## src/rtl/ingress_order_arbiter.sv

```systemverilog
// ingress_order_arbiter
//   Feeds the order book's single input port from two FWFT word sources:
//   the UDP input FIFO (src 0) and the UART word FIFO (src 1). Round-robin
//   arbitration with a burst quota, zero-word NOP filtering, and a dump
//   sequencer that drains arbitration, pulses start_dump and waits for the
//   engine to finish.
//
//   Optional feature macro: INGRESS_ARB_STATS_EN builds per-source word
//   counters; without it udp_word_count/uart_word_count are constant 0.
//
// Ports
//   clk_engine, rst_engine           clock, synchronous active-high reset
//   udp_fifo_dout/empty/rd_en        UDP FWFT source (rd_en combinational)
//   uart_fifo_dout/empty/rd_en       UART FWFT source (rd_en combinational)
//   dump_req                         dump request pulse
//   engine_busy                      order book busy
//   ob_input_valid/ob_input_data     word to engine (zero words suppressed)
//   start_dump                       one-cycle dump start
//   dump_active                      high while a dump is in progress
//   dump_timeout_err                 sticky dump timeout flag
//   nop_count                        filtered zero words, saturating
//   udp_word_count/uart_word_count   non-zero words popped per source
module ingress_order_arbiter #(
  parameter int unsigned DATA_W       = 32,
  parameter int unsigned BURST_LEN    = 4,
  parameter int unsigned DUMP_TIMEOUT = 4096,
  parameter int unsigned BUSY_WAIT    = 8
) (
  input  logic              clk_engine,
  input  logic              rst_engine,
  input  logic [DATA_W-1:0] udp_fifo_dout,
  input  logic              udp_fifo_empty,
  output logic              udp_fifo_rd_en,
  input  logic [DATA_W-1:0] uart_fifo_dout,
  input  logic              uart_fifo_empty,
  output logic              uart_fifo_rd_en,
  input  logic              dump_req,
  input  logic              engine_busy,
  output logic              ob_input_valid,
  output logic [DATA_W-1:0] ob_input_data,
  output logic              start_dump,
  output logic              dump_active,
  output logic              dump_timeout_err,
  output logic [15:0]       nop_count,
  output logic [31:0]       udp_word_count,
  output logic [31:0]       uart_word_count
);

  localparam int unsigned BCW = $clog2(BURST_LEN + 1);
  localparam int unsigned TW  = $clog2(DUMP_TIMEOUT + 1);
  localparam logic [BCW-1:0] BURST_MAX      = BCW'(BURST_LEN);
  localparam logic [TW-1:0]  BUSY_WAIT_LAST = TW'(BUSY_WAIT - 1);
  localparam logic [TW-1:0]  TIMEOUT_LAST   = TW'(DUMP_TIMEOUT - 1);

  typedef enum logic [1:0] {
    ARB,
    DUMP_START,
    DUMP_WAIT
  } state_t;

  state_t          state_q, state_d;
  logic            rr_ptr_q;
  logic [BCW-1:0]  burst_cnt_q;
  logic [BCW-1:0]  burst_next;
  logic            dump_pending_q;
  logic [TW-1:0]   wait_cnt_q;
  logic            seen_busy_q;
  logic            err_q;
  logic [15:0]     nop_q;

  logic            pop;
  logic            grant_src;
  logic [DATA_W-1:0] head;
  logic            word_nz;
  logic            dump_done;
  logic            dump_timeout;

  // Arbitration and pop datapath
  always_comb begin
    grant_src = 1'b0;
    if (!udp_fifo_empty && !uart_fifo_empty) grant_src = rr_ptr_q;
    else if (!uart_fifo_empty)               grant_src = 1'b1;

    pop = (state_q == ARB) && !engine_busy && !dump_pending_q &&
          (!udp_fifo_empty || !uart_fifo_empty);

    head    = grant_src ? uart_fifo_dout : udp_fifo_dout;
    word_nz = |head;

    // Burst count the pop would reach; a source change restarts at 1.
    burst_next = (grant_src == rr_ptr_q) ? burst_cnt_q + 1'b1 : BCW'(1);
  end

  assign udp_fifo_rd_en  = pop && !grant_src;
  assign uart_fifo_rd_en = pop &&  grant_src;
  assign ob_input_valid  = pop && word_nz;
  assign ob_input_data   = pop ? head : '0;

  // Dump sequencer next state
  always_comb begin
    state_d      = state_q;
    dump_done    = seen_busy_q && !engine_busy;
    // Phase A: busy never rose in time. Any phase: overall budget spent.
    dump_timeout = (!seen_busy_q && !engine_busy && wait_cnt_q == BUSY_WAIT_LAST) ||
                   (!dump_done && wait_cnt_q == TIMEOUT_LAST);
    unique case (state_q)
      ARB:        if (dump_pending_q && !engine_busy) state_d = DUMP_START;
      DUMP_START: state_d = DUMP_WAIT;
      DUMP_WAIT:  if (dump_done || dump_timeout) state_d = ARB;
      default:    state_d = ARB;
    endcase
  end

  assign start_dump       = (state_q == DUMP_START);
  assign dump_active      = (state_q != ARB);
  assign dump_timeout_err = err_q;
  assign nop_count        = nop_q;

  always_ff @(posedge clk_engine) begin
    if (rst_engine) begin
      state_q        <= ARB;
      rr_ptr_q       <= 1'b0;
      burst_cnt_q    <= '0;
      dump_pending_q <= 1'b0;
      wait_cnt_q     <= '0;
      seen_busy_q    <= 1'b0;
      err_q          <= 1'b0;
      nop_q          <= '0;
    end else begin
      state_q <= state_d;

      // A request in the DUMP_START cycle survives the clear.
      dump_pending_q <= dump_req || (dump_pending_q && state_q != DUMP_START);

      if (state_q == DUMP_WAIT && state_d == DUMP_WAIT) begin
        wait_cnt_q  <= wait_cnt_q + 1'b1;
        seen_busy_q <= seen_busy_q || engine_busy;
      end else begin
        wait_cnt_q  <= '0;
        seen_busy_q <= 1'b0;
      end

      if (state_q == DUMP_WAIT && dump_timeout) err_q <= 1'b1;

      if (pop) begin
        if (burst_next == BURST_MAX) begin
          rr_ptr_q    <= !grant_src;
          burst_cnt_q <= '0;
        end else begin
          rr_ptr_q    <= grant_src;
          burst_cnt_q <= burst_next;
        end
        if (!word_nz && nop_q != '1) nop_q <= nop_q + 16'd1;
      end
    end
  end

`ifdef INGRESS_ARB_STATS_EN
  logic [31:0] udp_cnt_q, uart_cnt_q;

  always_ff @(posedge clk_engine) begin
    if (rst_engine) begin
      udp_cnt_q  <= '0;
      uart_cnt_q <= '0;
    end else begin
      if (udp_fifo_rd_en && word_nz)  udp_cnt_q  <= udp_cnt_q + 32'd1;
      if (uart_fifo_rd_en && word_nz) uart_cnt_q <= uart_cnt_q + 32'd1;
    end
  end

  assign udp_word_count  = udp_cnt_q;
  assign uart_word_count = uart_cnt_q;
`else
  assign udp_word_count  = '0;
  assign uart_word_count = '0;
`endif

endmodule

```

## config.mk

```make
export PLATFORM = sky130hd
export DESIGN_NAME = ingress_order_arbiter
export DESIGN_NICKNAME = d
export VERILOG_FILES = /design/src/rtl/ingress_order_arbiter.sv
export SDC_FILE = /design/constraint.sdc
export NUM_CORES = 1
export LEC_CHECK = 0
export BUFFER_PORTS_ARGS = -buffer_cell sky130_fd_sc_hd__buf_2
export CAP_MARGIN = 20
export CORE_ASPECT_RATIO = 1.4
export CORE_MARGIN = 2
export CORE_UTILIZATION = 44
export DETAILED_ROUTE_END_ITERATION = 12
export PLACE_DENSITY = 0.83
export SETUP_SLACK_MARGIN = 0.05
export SLEW_MARGIN = 20
export SYNTH_ARGS = -nofsm -noshare
export SYNTH_HDL_FRONTEND = slang
export SYNTH_SLANG_ARGS = --single-unit
```

## constraint.sdc

```tcl
create_clock -name clk_engine -period 2.35 [get_ports clk_engine]
set_input_delay 0.235 -clock clk_engine [delete_from_list [all_inputs] [get_ports clk_engine]]
set_output_delay 0.235 -clock clk_engine [all_outputs]
set_load 0.01 [all_outputs]
```

==> results.md <==
- Outcome: finished, final reports clean
- Synth Instances: approximately 420
- Core ar.: roughly 6600 um^2
- DRT Wirelength: slightly below 9000 um
- TritonCTS Buffers: 5
- Comb pwr share: between 20% and 30%
- WP data arrival: between 2 and 2.5 ns
- Xor and xnor area share after synthesis: 3.19%
- Die ar.: approximately 7600 um^2
- Max stage delay on crit path: 0.38 ns
- Share of cells above drive strength 1: between 30 and 40%
- Post-CTS setup buffers: 0
- Yosys top cell by area: dfxtp_1
- Slew headroom: approximately three fifths
- Vias per cell: between 5 and 6
- Starting density of the core: 45.7%
- Worst setup EP type: register
- Grt ovf: 0
- Actual slew at the worst max-slew pin: between 0.5 and 0.6 ns
- Synthesis-to-layout area growth: 20.9%
- Top FF cell, synth: dfxtp_1
- Worst Skew: 0.00563 ns
- Area contributors post-synth: dfxtp_1 25%, buf_4 16%, nand2_1 11%
- TritonCTS sink count: 38
- Seq/Total Area, Yosys: between 20% and 30%
- First-pass GRT wire length: 12700 um
- Overall Power: about 1.6 mW
- FMAX: 0.455 GHz
- IO buf count: approximately 120
- Worst path cell trace: or3_4, a211o_1, nor2_4, nand3_4, a2111oi_4, mux2_1
- Post-synthesis adder-cell area fraction: 1.24%
- P_sw: between 0.4 and 0.5 mW
- Area of the multi-input gates: 1940 um^2
- Final WS setup: approximately 0.15 ns
- Worst-Skew Late Latency: just under 0.3 ns
- Fin nets: between 600 and 700
- Initial antenna violation count: 0
- Post-DP HPWL: 7210 um
- Unique cell type count in the Yosys netlist: 43
- Seq cells post-synth: 38
- Compound-Gate Fraction of Synth Area: approximately 14%
- Worst Hold Class: input pin to register
- Pins Over Slew Limit: 0
- Simple-gate share of the synthesized area: around 34%
- Setup TNS: 0 ns
- Post-synth EDFFs: 0
- Mux cell area share after synthesis: about 3.7%
- Seq pwr share: 42.0%
- Die width: 74.1 um
- CTS tree: done
- Mapped Avg Cell Area: 7.18 um^2
- Root Buffer Master: clkbuf_8
- Aggregate global-route resource usage: 21.9%
- Routability congestion estimate: around 0.84
- Die height: roughly 100 um
- RSZ-0062 raised after global routing: true
- Vias in the first global route: roughly 2800
- Filler cells: about 630
- CP max stage cell: or3_4
- Antenna viol nets, final: 0
- Mapped cell area: roughly 3000 um^2
- Startpoint Class: register
- Main combinational cell family by area after synthesis: simple AND/OR/NAND/NOR gates
- FF/Latch Area: 761 um^2
- Lkg Pwr: ~1.7 nW
- DRC errors left: 0
- CTS clk-pin slew, worst paths: around 0.070 ns
- H-Tree Level Count: 2
- Peak VDD IR: roughly 0.41 mV
- Worst EP required: roughly 2.5 ns
- Initial DRC count: slightly below 90
- Crit-path max FO: 10
- Net Sw Frac: between 20% and 30%
- Pre-CTS setup slack: approximately 0.1 ns
- Crit Path Class: register to register
- Hold_buf cts: 0
- Minimum hold slack: about 0.16 ns
- # setup viols final: 0
- Max-cap violations: 0
- Pwr Density: 427 nW/um^2
- Final Hold Fails: 0
- Total iterations of the first detailed-routing run: 4
- Vias after detailed routing: 3192
- Post-route clock period utilization: between 90% and 100%
- Fraction of registers with async set/reset: 0%
- Largest net degree at the start of global routing: 38
- Pint: around 1.1 mW
- Clock buffer depth: 2
- Row count: 35
- Clk pwr share: 36.6%
- Wirelength per Cell: 13.6 um
- Yosys warning total: 0
- Ports: between 150 and 200
- Synth top area share: between 20% and 30%
- Min cycle time layout: roughly 2.2 ns
==> routing by layer <==
layer | global-route usage [%] | vias to the layer above | wire [um]
li1 | - | 1567 | -
met1 | 26.2 | 1477 | 3390
met2 | 39.0 | 136 | 4300
met3 | 5.23 | 12 | 901
met4 | 5.45 | 0 | 93
met5 | 0 | - | 0
==> registers in the layout, indices dropped and copies added, names as in the netlist <==
name / cells
state_q: 2
rr_ptr_q: 1
burst_cnt_q: 3
dump_pending_q: 1
dump_timeout_err: 1
wait_cnt_q: 13
nop_count: 16
seen_busy_q: 1
==> placed cells by master (no fill, tap or decap), drive strengths merged, types with 4 or more instances in the layout <==
cell type | synthesis | routed
a211oi | 4 | 4
a21oi | 47 | 47
and3 | 4 | 4
and4 | 4 | 4
buf | 69 | 134
clkbuf | 11 | 6
conb | 1 | 64
dfxtp | 38 | 38
inv | 5 | 5
mux2 | 10 | 10
nand2 | 87 | 87
nand3 | 14 | 14
nand4 | 5 | 5
nor2 | 38 | 38
nor2b | 11 | 11
nor3 | 4 | 4
nor4 | 19 | 19
o21ai | 9 | 9
xnor2 | 4 | 4
xor2 | 7 | 7
==> cells by family (layout without fill, tap and decap cells) <==
family                   Yosys count  after routing
buffers and inverters             85            146
other                              1             65
flip-flops                        38             38
multiplexers                      10             10
AO/OA/AOI/OAI                     70             70
adder cells (fa/ha/maj)            3              3
AND/OR/NAND/NOR                  203            203
XOR/XNOR                          11             11
==> worst paths after layout <==
kind	start	endpoint	slack, ns	cells past startpoint
worst max-delay path	state_q[0]$_SDFF_PP0_	nop_count[11]$_SDFFE_PP0P_	0.15	6
worst min-delay path	dump_req	dump_pending_q$_SDFF_PP0_	0.16	3
worst max register to register	state_q[0]$_SDFF_PP0_	nop_count[11]$_SDFFE_PP0P_	0.15	6
worst min register to register	seen_busy_q$_SDFF_PP0_	seen_busy_q$_SDFF_PP0_	0.46	2
==> power by group through the flow <==
stage / logic (mW) / registers (mW) / clock network, mW
4_1_cts: 0.329 / 0.656 / 0.589
5_1_grt: 0.372 / 0.656 / 0.613
6_report: 0.335 / 0.656 / 0.572
3_5_place_dp: 0.328 / 0.671 / 0
3_3_place_gp: 0.325 / 0.670 / 0
2_1_floorplan: 0.264 / 0.669 / 0
==> per-stage QoR <==
step,util (%),instance area [um^2],cells
after CTS,55.1,3640,637
after global placement,53.4,3530,630
after detailed placement,53.4,3530,630
after floorplan,-,3260,484
final,55.3,3660,638
after global routing,55.3,3650,637
==> cell usage after synthesis, types with 3 or more instances <==
| library cell | instances |
|---|---|
| dfxtp_1 | 38 |
| nor4_1 | 17 |
| inv_1 | 5 |
| or2_2 | 3 |
| nor3_1 | 4 |
| clkbuf_1 | 11 |
| nor4b_1 | 3 |
| nor2_1 | 36 |
| ha_1 | 3 |
| o21ai_0 | 9 |
| nor2b_1 | 11 |
| nand2b_1 | 3 |
| a211oi_1 | 3 |
| o31ai_1 | 3 |
| nand4_1 | 4 |
| mux2_2 | 9 |
| nand3_1 | 13 |
| a21oi_1 | 47 |
| a211o_1 | 3 |
| xnor2_1 | 4 |
| or4_1 | 3 |
| and4_1 | 4 |
| buf_1 | 3 |
| xor2_1 | 7 |
| and3_1 | 4 |
| nand2_1 | 87 |
| buf_4 | 64 |
==> final cells by class <==
| type | instances | share of cell area (%) |
|---|---|---|
| Multi-Input combinational cell | 361 | 53.2 |
| Sequential cell | 38 | 20.8 |
| Timing Repair Buffer | 134 | 19.2 |
| Tap cell | 92 | 3.15 |
| Clock buffer | 6 | 2.26 |
| Clock inverter | 1 | 0.821 |
| Inverter | 5 | 0.513 |
| Antenna cell | 1 | 0.0684 |
==> critical path: cells and delay by family, from the launching register on <==
family | cells | cell delay, ns
and+or+nand+nor | 3 | 0.72
DFF | 1 | 0.33
muxes | 1 | 0.35
AOI/OAI and AO/OA | 2 | 0.68
==> repair_timing <==
action | 4_1_cts | 5_1_grt
hold endpoints to repair | 0 | 0
gates resized for setup | 0 | 2
endpoints found under the setup margin | 0 | 9
(Power assumes the default switching activity.)
